**config.mk**
```make
export PLATFORM = sky130hd
export DESIGN_NAME = frame_drawer
export DESIGN_NICKNAME = d
export VERILOG_FILES = /design/src/rtl/frame_drawer.sv
export SDC_FILE = /design/constraint.sdc
export NUM_CORES = 1
export LEC_CHECK = 0
export CAP_MARGIN = 25
export CORE_MARGIN = 2
export CORE_UTILIZATION = 40
export DETAILED_ROUTE_END_ITERATION = 10
export PLACE_DENSITY_LB_ADDON = 0.15
export SYNTH_ARGS = -nofsm -noshare
export SYNTH_HDL_FRONTEND = slang
export SYNTH_SLANG_ARGS = --single-unit
```
**constraint.sdc**
```tcl
create_clock -name clk -period 6.95 [get_ports clk]
set_clock_uncertainty 0.05 [all_clocks]
set_input_delay 1.7375 -clock clk [delete_from_list [all_inputs] [get_ports clk]]
set_output_delay 1.7375 -clock clk [all_outputs]
set_load 0.005 [all_outputs]
```
**src/rtl/frame_drawer.sv**
```systemverilog
// Frame drawer: snapshots game state on a frame tick and streams erase/platform/ball pixels to a VGA adapter.
// Optional score bar on row 0 is enabled by defining FRAME_DRAWER_SCORE_BAR_EN.
module frame_drawer #(
    parameter int BALL_X    = 76,
    parameter int BALL_SIZE = 4,
    parameter int PLAT_Y    = 112,
    parameter int PLAT_W    = 32,
    parameter int PLAT_H    = 2
) (
    input  logic        clk,
    input  logic        reset,
    input  logic        start,
    input  logic [7:0]  prev_ball,
    input  logic [7:0]  curr_ball,
    input  logic [2:0]  color_ball,
    input  logic [11:0] color_plats,
    input  logic [27:0] position_plats,
    input  logic [15:0] score,
    output logic [7:0]  x,
    output logic [6:0]  y,
    output logic [2:0]  colour,
    output logic        plot,
    output logic        busy,
    output logic        done
);

    localparam logic [7:0] BALL_LAST = 8'(BALL_SIZE - 1);
    localparam logic [7:0] PW_LAST   = 8'(PLAT_W - 1);
    localparam logic [7:0] PH_LAST   = 8'(PLAT_H - 1);

    typedef enum logic [2:0] {
        IDLE,
        ERASE,
        PLATS,
        BALL,
        SCORE,
        FIN
    } state_t;

    state_t      state, next_state;
    logic [7:0]  cx, cy;
    logic [1:0]  plat_idx;

    logic [7:0]  snap_prev, snap_curr;
    logic [2:0]  snap_cb;
    logic [11:0] snap_cp;
    logic [27:0] snap_pos;
`ifdef FRAME_DRAWER_SCORE_BAR_EN
    logic [15:0] snap_score;
`else
    logic        unused_score;
    assign unused_score = ^score;
`endif

    logic        accept, pix_en, row_end, blk_end;
    logic [8:0]  px, py;
    logic [2:0]  pcol;
    logic [6:0]  plat_pos;
    logic [2:0]  plat_col;

    always_comb begin
        plat_pos = snap_pos[6:0];
        plat_col = snap_cp[2:0];
        case (plat_idx)
            2'd1:    begin plat_pos = snap_pos[13:7];  plat_col = snap_cp[5:3];  end
            2'd2:    begin plat_pos = snap_pos[20:14]; plat_col = snap_cp[8:6];  end
            2'd3:    begin plat_pos = snap_pos[27:21]; plat_col = snap_cp[11:9]; end
            default: ;
        endcase
    end

    always_ff @(posedge clk or negedge reset) begin
        if (!reset) state <= IDLE;
        else        state <= next_state;
    end

    // Addresses are formed 9 bits wide so off-screen coordinates clip instead of wrapping.
    always_comb begin
        next_state = state;
        accept     = 1'b0;
        pix_en     = 1'b0;
        row_end    = 1'b0;
        blk_end    = 1'b0;
        px         = '0;
        py         = '0;
        pcol       = '0;
        case (state)
            IDLE: begin
                // done high means the FIN cycle is still on the outputs; a tick there is dropped.
                if (start && !done) begin
                    accept     = 1'b1;
                    next_state = ERASE;
                end
            end
            ERASE: begin
                pix_en  = 1'b1;
                px      = 9'(BALL_X) + {1'b0, cx};
                py      = {1'b0, snap_prev} + {1'b0, cy};
                row_end = (cx == BALL_LAST);
                blk_end = row_end && (cy == BALL_LAST);
                if (blk_end) next_state = PLATS;
            end
            PLATS: begin
                pix_en  = 1'b1;
                px      = {2'b00, plat_pos} + {1'b0, cx};
                py      = 9'(PLAT_Y) + {1'b0, cy};
                pcol    = plat_col;
                row_end = (cx == PW_LAST);
                blk_end = row_end && (cy == PH_LAST);
                if (blk_end && plat_idx == 2'd3) next_state = BALL;
            end
            BALL: begin
                pix_en  = 1'b1;
                px      = 9'(BALL_X) + {1'b0, cx};
                py      = {1'b0, snap_curr} + {1'b0, cy};
                pcol    = snap_cb;
                row_end = (cx == BALL_LAST);
                blk_end = row_end && (cy == BALL_LAST);
`ifdef FRAME_DRAWER_SCORE_BAR_EN
                if (blk_end) next_state = SCORE;
`else
                if (blk_end) next_state = FIN;
`endif
            end
`ifdef FRAME_DRAWER_SCORE_BAR_EN
            SCORE: begin
                pix_en  = 1'b1;
                px      = {1'b0, cx};
                py      = '0;
                // cx never exceeds 159, so cx < score is the same as cx < min(score,160).
                pcol    = ({8'h00, cx} < snap_score) ? 3'b111 : 3'b000;
                row_end = (cx == 8'd159);
                blk_end = row_end;
                if (blk_end) next_state = FIN;
            end
`endif
            FIN:     next_state = IDLE;
            default: next_state = IDLE;
        endcase
    end

    // NOTE: all state below uses non-blocking assignments so every register samples pre-edge values.
    always_ff @(posedge clk or negedge reset) begin
        if (!reset) begin
            x         <= '0;
            y         <= '0;
            colour    <= '0;
            plot      <= 1'b0;
            busy      <= 1'b0;
            done      <= 1'b0;
            cx        <= '0;
            cy        <= '0;
            plat_idx  <= '0;
            snap_prev <= '0;
            snap_curr <= '0;
            snap_cb   <= '0;
            snap_cp   <= '0;
            snap_pos  <= '0;
`ifdef FRAME_DRAWER_SCORE_BAR_EN
            snap_score <= '0;
`endif
        end else begin
            done <= (state == FIN);
            plot <= 1'b0;
            if (state == FIN) busy <= 1'b0;
            if (accept) begin
                busy      <= 1'b1;
                cx        <= '0;
                cy        <= '0;
                plat_idx  <= '0;
                snap_prev <= prev_ball;
                snap_curr <= curr_ball;
                snap_cb   <= color_ball;
                snap_cp   <= color_plats;
                snap_pos  <= position_plats;
`ifdef FRAME_DRAWER_SCORE_BAR_EN
                snap_score <= score;
`endif
            end
            if (pix_en) begin
                x      <= px[7:0];
                y      <= py[6:0];
                colour <= pcol;
                plot   <= (px < 9'd160) && (py < 9'd120);
                if (!row_end) begin
                    cx <= cx + 8'd1;
                end else begin
                    cx <= '0;
                    if (blk_end) begin
                        cy <= '0;
                        if (state == PLATS) plat_idx <= plat_idx + 2'd1;
                    end else begin
                        cy <= cy + 8'd1;
                    end
                end
            end
        end
    end

endmodule
```
==> results of run 1 <==
[kinds of logic after synthesis]
| family | count (synthesis) | synth area share, % |
|---|---|---|
| AO/OA/AOI/OAI | 127 | 15.8 |
| AND/OR/NAND/NOR | 274 | 21.5 |
| XOR/XNOR | 12 | 1.89 |
| flip-flops | 101 | 45.4 |
| multiplexers | 18 | 3.46 |
| buffers and inverters | 56 | 4.45 |
| adder cells (fa/ha/maj) | 32 | 7.47 |
[metal layers]
metal  GRT usage, %  vias up
li1               -     2263
met1           26.7     2228
met2           31.3      124
met3           2.95       20
met4           8.91        0
met5              0        -
[cell usage in the layout, fill, tap and decap left out, types with 6 or more instances in the layout]
master and instances:
a21o_1 8, a21oi_1 22, a222oi_1 9, a31oi_1 11
and3_1 8, clkbuf_16 9, clkdlybuf4s50_1 81, dfrtp_1 101
ha_1 30, inv_1 22, mux2_1 7, mux2i_1 8
nand2_1 195, nand2b_1 12, nand3_1 6, nor2_1 23
nor3_1 9, o21ai_0 21, o21ai_1 12, xnor2_1 9
[critical path: cells and delay by family (launching register included)]
family,cells,cell delay (ps)
AOI/OAI and AO/OA,4,990
adders and majority gates,2,530
DFF,1,930
muxes,1,320
and+or+nand+nor,4,910
buffers and inverters,2,250
[power breakdown]
part / switching (mW) / internal, mW
logic: 0.378 / 0.411
clock network: 0.233 / 0.245
registers: 0.147 / 0.723
[registers in the layout (all words and copies together) (netlist names)]
name,count
snap_prev,8
snap_cb,3
snap_cp,12
colour,3
plot,1
done,1
snap_pos,28
snap_curr,8
cy,8
plat_idx,2
state,3
x,8
cx,8
y,7
busy,1
[worst min path at each step]
stage	to	slack (ps)
after floorplan	snap_curr[0]	390
after global placement	snap_curr[5]	400
after detailed placement	snap_curr[2]	410
after CTS	snap_curr[2]	420
after global routing	snap_prev[5]	450
final	snap_curr[2]	420
[area by class of cell]
type                       instances  area [µm²]  area share, %
timing repair buffer              86         848           12.5
sequential                       101        2530           37.4
clock inverter                     7        50.0          0.740
multi-input combinational        463        2790           41.3
clock buffer                       9         225           3.33
tap                              180         225           3.33
inverter                          25        93.8           1.39
==> flow_metrics.env, run 1 <==
export IMPL_status="complete, no violations"
export IMPL_async_reset_ff_share_pct=100
export IMPL_hold_class="flip-flop to flip-flop"
export IMPL_worst_slack_ps=2840
export IMPL_critPathCapture="plot"
export IMPL_start_util_pct=40.5
export IMPL_crit_path_max_incr_delay_ps=930
export IMPL_placed_cells=855
export IMPL_tightest_slew_ps=894
export IMPL_synth_cell_types=65
export IMPL_fin_setup_tns_ps=0
export IMPL_crit_slowest_cell="dfrtp_1"
export IMPL_grt_pass1_wl_um=22500
export IMPL_wl_met2_um=6460
export IMPL_ys_seq_area_share_pct=45.4
export IMPL_hold_buffers=0
export IMPL_clockBufferDepth=2
export IMPL_synth_edf_count=0
export IMPL_p_leak_nw=3.14
export IMPL_clock_fmax_ghz=0.244
export IMPL_r2r_end="plot"
export IMPL_hp_start="snap_curr[2]"
export IMPL_yosys_warnings=0
export IMPL_cts_tree="done"
export IMPL_drv_slew=0
export IMPL_grt_max_degree=68
export IMPL_cp_cell_sequence="inv_2, nor2_4, nand2_1, mux2_1, ha_1, inv_1, fa_1, nand2b_1, a21oi_1, nor3_1, o32ai_1, a311oi_1, o211a_1"
export IMPL_synth_top_area_share_pct=45.4
export IMPL_cts_setup_buffers=0
export IMPL_drcViolationCount=0
export IMPL_cts_resized_gates=0
export IMPL_finalHoldViolCount=0
export IMPL_pre_cts_ws_ps=2900
export IMPL_n_antenna_cell=0
export IMPL_dpl_hpwl_um=9800
export IMPL_fin_area_um2=6760
export IMPL_via_per_inst=5.32
export IMPL_critPathKind="flip-flop to flip-flop"
export IMPL_place_area_um2=6490
export IMPL_finalPower_mw=2.14
export IMPL_ir_drop_mv=0.124
export IMPL_r2r_start="state[0]"
export IMPL_cap_violations=0
export IMPL_clkTransAtPathRegs_ps=70
export IMPL_drtIter0Drc=360
export IMPL_cts_sinks=101
export IMPL_fillers=1326
export IMPL_rows=43
export IMPL_postSynthAreaPerCell_um2=8.97
export IMPL_routed_wl_met3_um=627
export IMPL_period_needed_ps=4110
export IMPL_routedWlPerCell_um=15.8
export IMPL_wl_met1_um=6320
export IMPL_max_slew_margin_rel_pct=40.4
export IMPL_synthTopCellsByArea="dfrtp_1 (45%), nand2_1 (13%), ha_1 (6.7%), a21oi_1 (2.0%), o21ai_0 (1.9%)"
export IMPL_cp_max_fo=27
export IMPL_grt_ovfl_total=0
export IMPL_area_delta_synth_final_pct=21.6
export IMPL_numCtsBuffers=9
export IMPL_fin_cells=871
export IMPL_worstPathRequired_ps=7150
export IMPL_p_per_area_nw_per_um2=316
export IMPL_ys_top_cells_by_count="nand2_1 (195), dfrtp_1 (101), ha_1 (30)"
export IMPL_ys_ff_latch=101
export IMPL_syn_nets=730
export IMPL_drive_gt1_share_pct=5.50
export IMPL_io_pins=99
export IMPL_utilization_pct=49.3
export IMPL_cp_end_kind="flip-flop"
export IMPL_rrSetupSlack_ps=2840
export IMPL_setup_viol=0
export IMPL_rsz0062_at_grt="no"
export IMPL_place_congestion=0.905
export IMPL_track_usage_pct=19.7
export IMPL_dieArea_um2=14900
export IMPL_hold_slack_ps=420
export IMPL_port_buffers=82
export IMPL_coreArea_um2=13700
export IMPL_wirelength_um=13700
export IMPL_hold_path_depth=2
export IMPL_worstRegToRegCells=13
export IMPL_netlist_area_um2=5560
export IMPL_die_h_um=122
export IMPL_arrival_ps=4300
export IMPL_antenna_found_initial=0
export IMPL_final_period_utilization_pct=59.1
export IMPL_cts_root_buf="clkbuf_16"
export IMPL_first_pass_iters=7
export IMPL_synth_main_ff_cell="dfrtp_1"
export IMPL_vias=4635
export IMPL_die_x_um=122
export IMPL_drtAntennaViolNets=0
export IMPL_yosysMostFrequentCell="nand2_1"
export IMPL_startpoint="state[0]"
export IMPL_final_nets=796
export IMPL_synth_top_area_cell="dfrtp_1"
export IMPL_htreeDepth=3
export IMPL_clock_latency_ps=360
export IMPL_topRoutingLayerUsed="met4"
export IMPL_startpoint_type="flip-flop"
export IMPL_syn_inst=620
export IMPL_first_global_vias=4486
No activity file was read; power rests on OpenSTA's default activity.
==> run 2: changes to the inputs <==
==> constraint.sdc (replaced) <==
create_clock -name clk -period 3.43 [get_ports clk]
set_clock_uncertainty 0.05 [all_clocks]
set_input_delay 0.8575 -clock clk [delete_from_list [all_inputs] [get_ports clk]]
set_output_delay 0.8575 -clock clk [all_outputs]
set_load 0.005 [all_outputs]
==> run 2 against run 1 <==
Sequential power grew 100%. Non-clock buffer count increased by 6. Count of clock-buffer cells in the layout increased by 1. Largest power group unchanged. Highest routed layer unchanged.
==> flow_metrics.env, run 2 (synthesis gave the netlist of run 1 again) <==
export IMPL_fillers=1340
export IMPL_first_pass_iters=5
export IMPL_critPathKind="flip-flop to flip-flop"
export IMPL_fin_cells=876
export IMPL_place_area_um2=6560
export IMPL_io_pins=99
export IMPL_fin_setup_tns_ps=0
export IMPL_antenna_found_initial=0
export IMPL_grt_ovfl_total=0
export IMPL_area_delta_synth_final_pct=23.9
export IMPL_worst_slack_ps=176
export IMPL_die_h_um=122
export IMPL_drv_slew=0
export IMPL_placed_cells=861
export IMPL_p_per_area_nw_per_um2=653
export IMPL_crit_slowest_cell="dfrtp_1"
export IMPL_hold_buffers=0
export IMPL_track_usage_pct=19.9
export IMPL_wirelength_um=13900
export IMPL_routedWlPerCell_um=15.9
export IMPL_grt_max_degree=83
export IMPL_final_common_cell="nand2_1"
export IMPL_r2r_end="plot"
export IMPL_p_int_mw=2.96
export IMPL_crit_path_max_incr_delay_ps=410
export IMPL_dpl_hpwl_um=10000
export IMPL_grt_pass1_wl_um=23000
export IMPL_final_cell_mix="nand2_1 (195), dfrtp_1 (101), clkdlybuf4s50_1 (81)"
export IMPL_pwr_share_comb_pct=36.0
export IMPL_p_seq_share_pct=39.3
export IMPL_p_leak_nw=3.19
export IMPL_drcViolationCount=0
export IMPL_cts_setup_buffers=0
export IMPL_n_antenna_cell=0
export IMPL_rrSetupSlack_ps=180
export IMPL_utilization_pct=50.2
export IMPL_clock_latency_ps=350
export IMPL_switching_share_pct=34.2
export IMPL_rows=43
export IMPL_cp_end_kind="flip-flop"
export IMPL_vias=4633
export IMPL_drtAntennaViolNets=0
export IMPL_port_buffers=82
export IMPL_r2r_start="plat_idx[1]"
export IMPL_via_per_inst=5.29
export IMPL_start_util_pct=40.5
export IMPL_rsz0062_at_grt="no"
export IMPL_place_congestion=0.860
export IMPL_status="complete, no violations"
export IMPL_fin_area_um2=6890
export IMPL_finalHoldViolCount=0
export IMPL_die_x_um=122
export IMPL_numCtsBuffers=9
export IMPL_cp_cell_sequence="inv_1, ha_2, a222oi_1, mux2i_1, ha_1, inv_1, fa_1, nand2b_1, a21oi_1, nor3_1, nor3_1, a211oi_1, o211a_1"
export IMPL_final_period_utilization_pct=94.9
export IMPL_reg_top3="snap_pos (28), snap_cp (12)"
export IMPL_cts_sinks=101
export IMPL_clkPwrFrac_pct=24.8
export IMPL_regMostFlops="snap_pos"
export IMPL_coreArea_um2=13700
export IMPL_cap_violations=0
export IMPL_clockBufferDepth=2
export IMPL_max_slew_margin_rel_pct=60.1
export IMPL_first_global_vias=4538
export IMPL_clkTransAtPathRegs_ps=70
export IMPL_worstPathRequired_ps=3620
export IMPL_worstRegToRegCells=13
export IMPL_period_needed_ps=3250
export IMPL_cts_resized_gates=0
export IMPL_cp_max_fo=10
export IMPL_cts_tree="done"
export IMPL_largest_reg_flops=28
export IMPL_setup_viol=0
export IMPL_drtIter0Drc=340
export IMPL_hold_class="input pin to asynchronous set/reset pin"
export IMPL_arrival_ps=3440
export IMPL_final_nets=802
export IMPL_drive_gt1_share_pct=6.75
export IMPL_htreeDepth=3
export IMPL_cts_root_buf="clkbuf_16"
export IMPL_ir_drop_mv=0.232
export IMPL_tightest_slew_ps=593
export IMPL_startpoint_type="flip-flop"
export IMPL_dieArea_um2=14900
export IMPL_pre_cts_ws_ps=92.1
export IMPL_clock_fmax_ghz=0.307
export IMPL_p_switching_mw=1.54
## run 2: cell count changes in the layout (fill, tap and decap cells not counted), moves of 2 or more
cell and change:
buf_4 +4, clkinv_2 -3, ha_1 -3, ha_2 +3
buf_12 +2, bufinv_16 +2, clkinv_4 -2, clkinvlp_4 +2
## run 2: worst max path at each step
stage	from	to	slack (ps)	cells past startpoint
final	plat_idx[1]	plot	180	13
after detailed placement	plat_idx[1]	plot	90	13
after CTS	plat_idx[0]	plot	60	11
after floorplan	plat_idx[0]	plot	420	11
after global placement	plat_idx[1]	plot	150	13
after global routing	plat_idx[1]	plot	20	13
## run 2: final cells by class
| class | instances | area (µm²) | share of cell area (%) |
|---|---|---|---|
| timing repair buffer | 92 | 918 | 13.3 |
| sequential | 101 | 2530 | 36.7 |
| inverter | 25 | 93.8 | 1.36 |
| clock buffer | 10 | 239 | 3.47 |
| multi-input combinational | 463 | 2810 | 40.7 |
| clock inverter | 5 | 83.8 | 1.22 |
| tap | 180 | 225 | 3.27 |
## run 2: critical path: cells and delay by family, from the launching register on
kind / cells / cell delay [ps]
fa+ha+maj: 3 / 940
compound gates: 4 / 830
simple gates: 3 / 530
flops: 1 / 410
buf+inv: 2 / 180
mux: 1 / 180
## run 2: power by group through the flow
stage	Clock, mW	Sequential, mW	Combinational [mW]
after floorplan	0	1.68	1.11
after global placement	0	1.78	1.56
after global routing	1.19	1.82	1.83
final	1.12	1.77	1.62
after detailed placement	0	1.79	1.60
after CTS	1.14	1.77	1.61
## run 2: metrics by stage
step                power [mW]  hold slack, ps
finish                    4.50             331
CTS                       4.52             338
floorplan                 2.78             388
detailed placement        3.39             407
global route              4.84             347
global placement          3.33             404
## run 2: routing by layer
| metal | routed length, µm | GRT usage (%) | vias up |
|---|---|---|---|
| met3 | 859 | 3.84 | 18 |
| met5 | 0 | 0 | - |
| met4 | 223 | 6.47 | 0 |
| met2 | 6420 | 31.1 | 140 |
| met1 | 6400 | 27.9 | 2201 |
| li1 | - | - | 2274 |
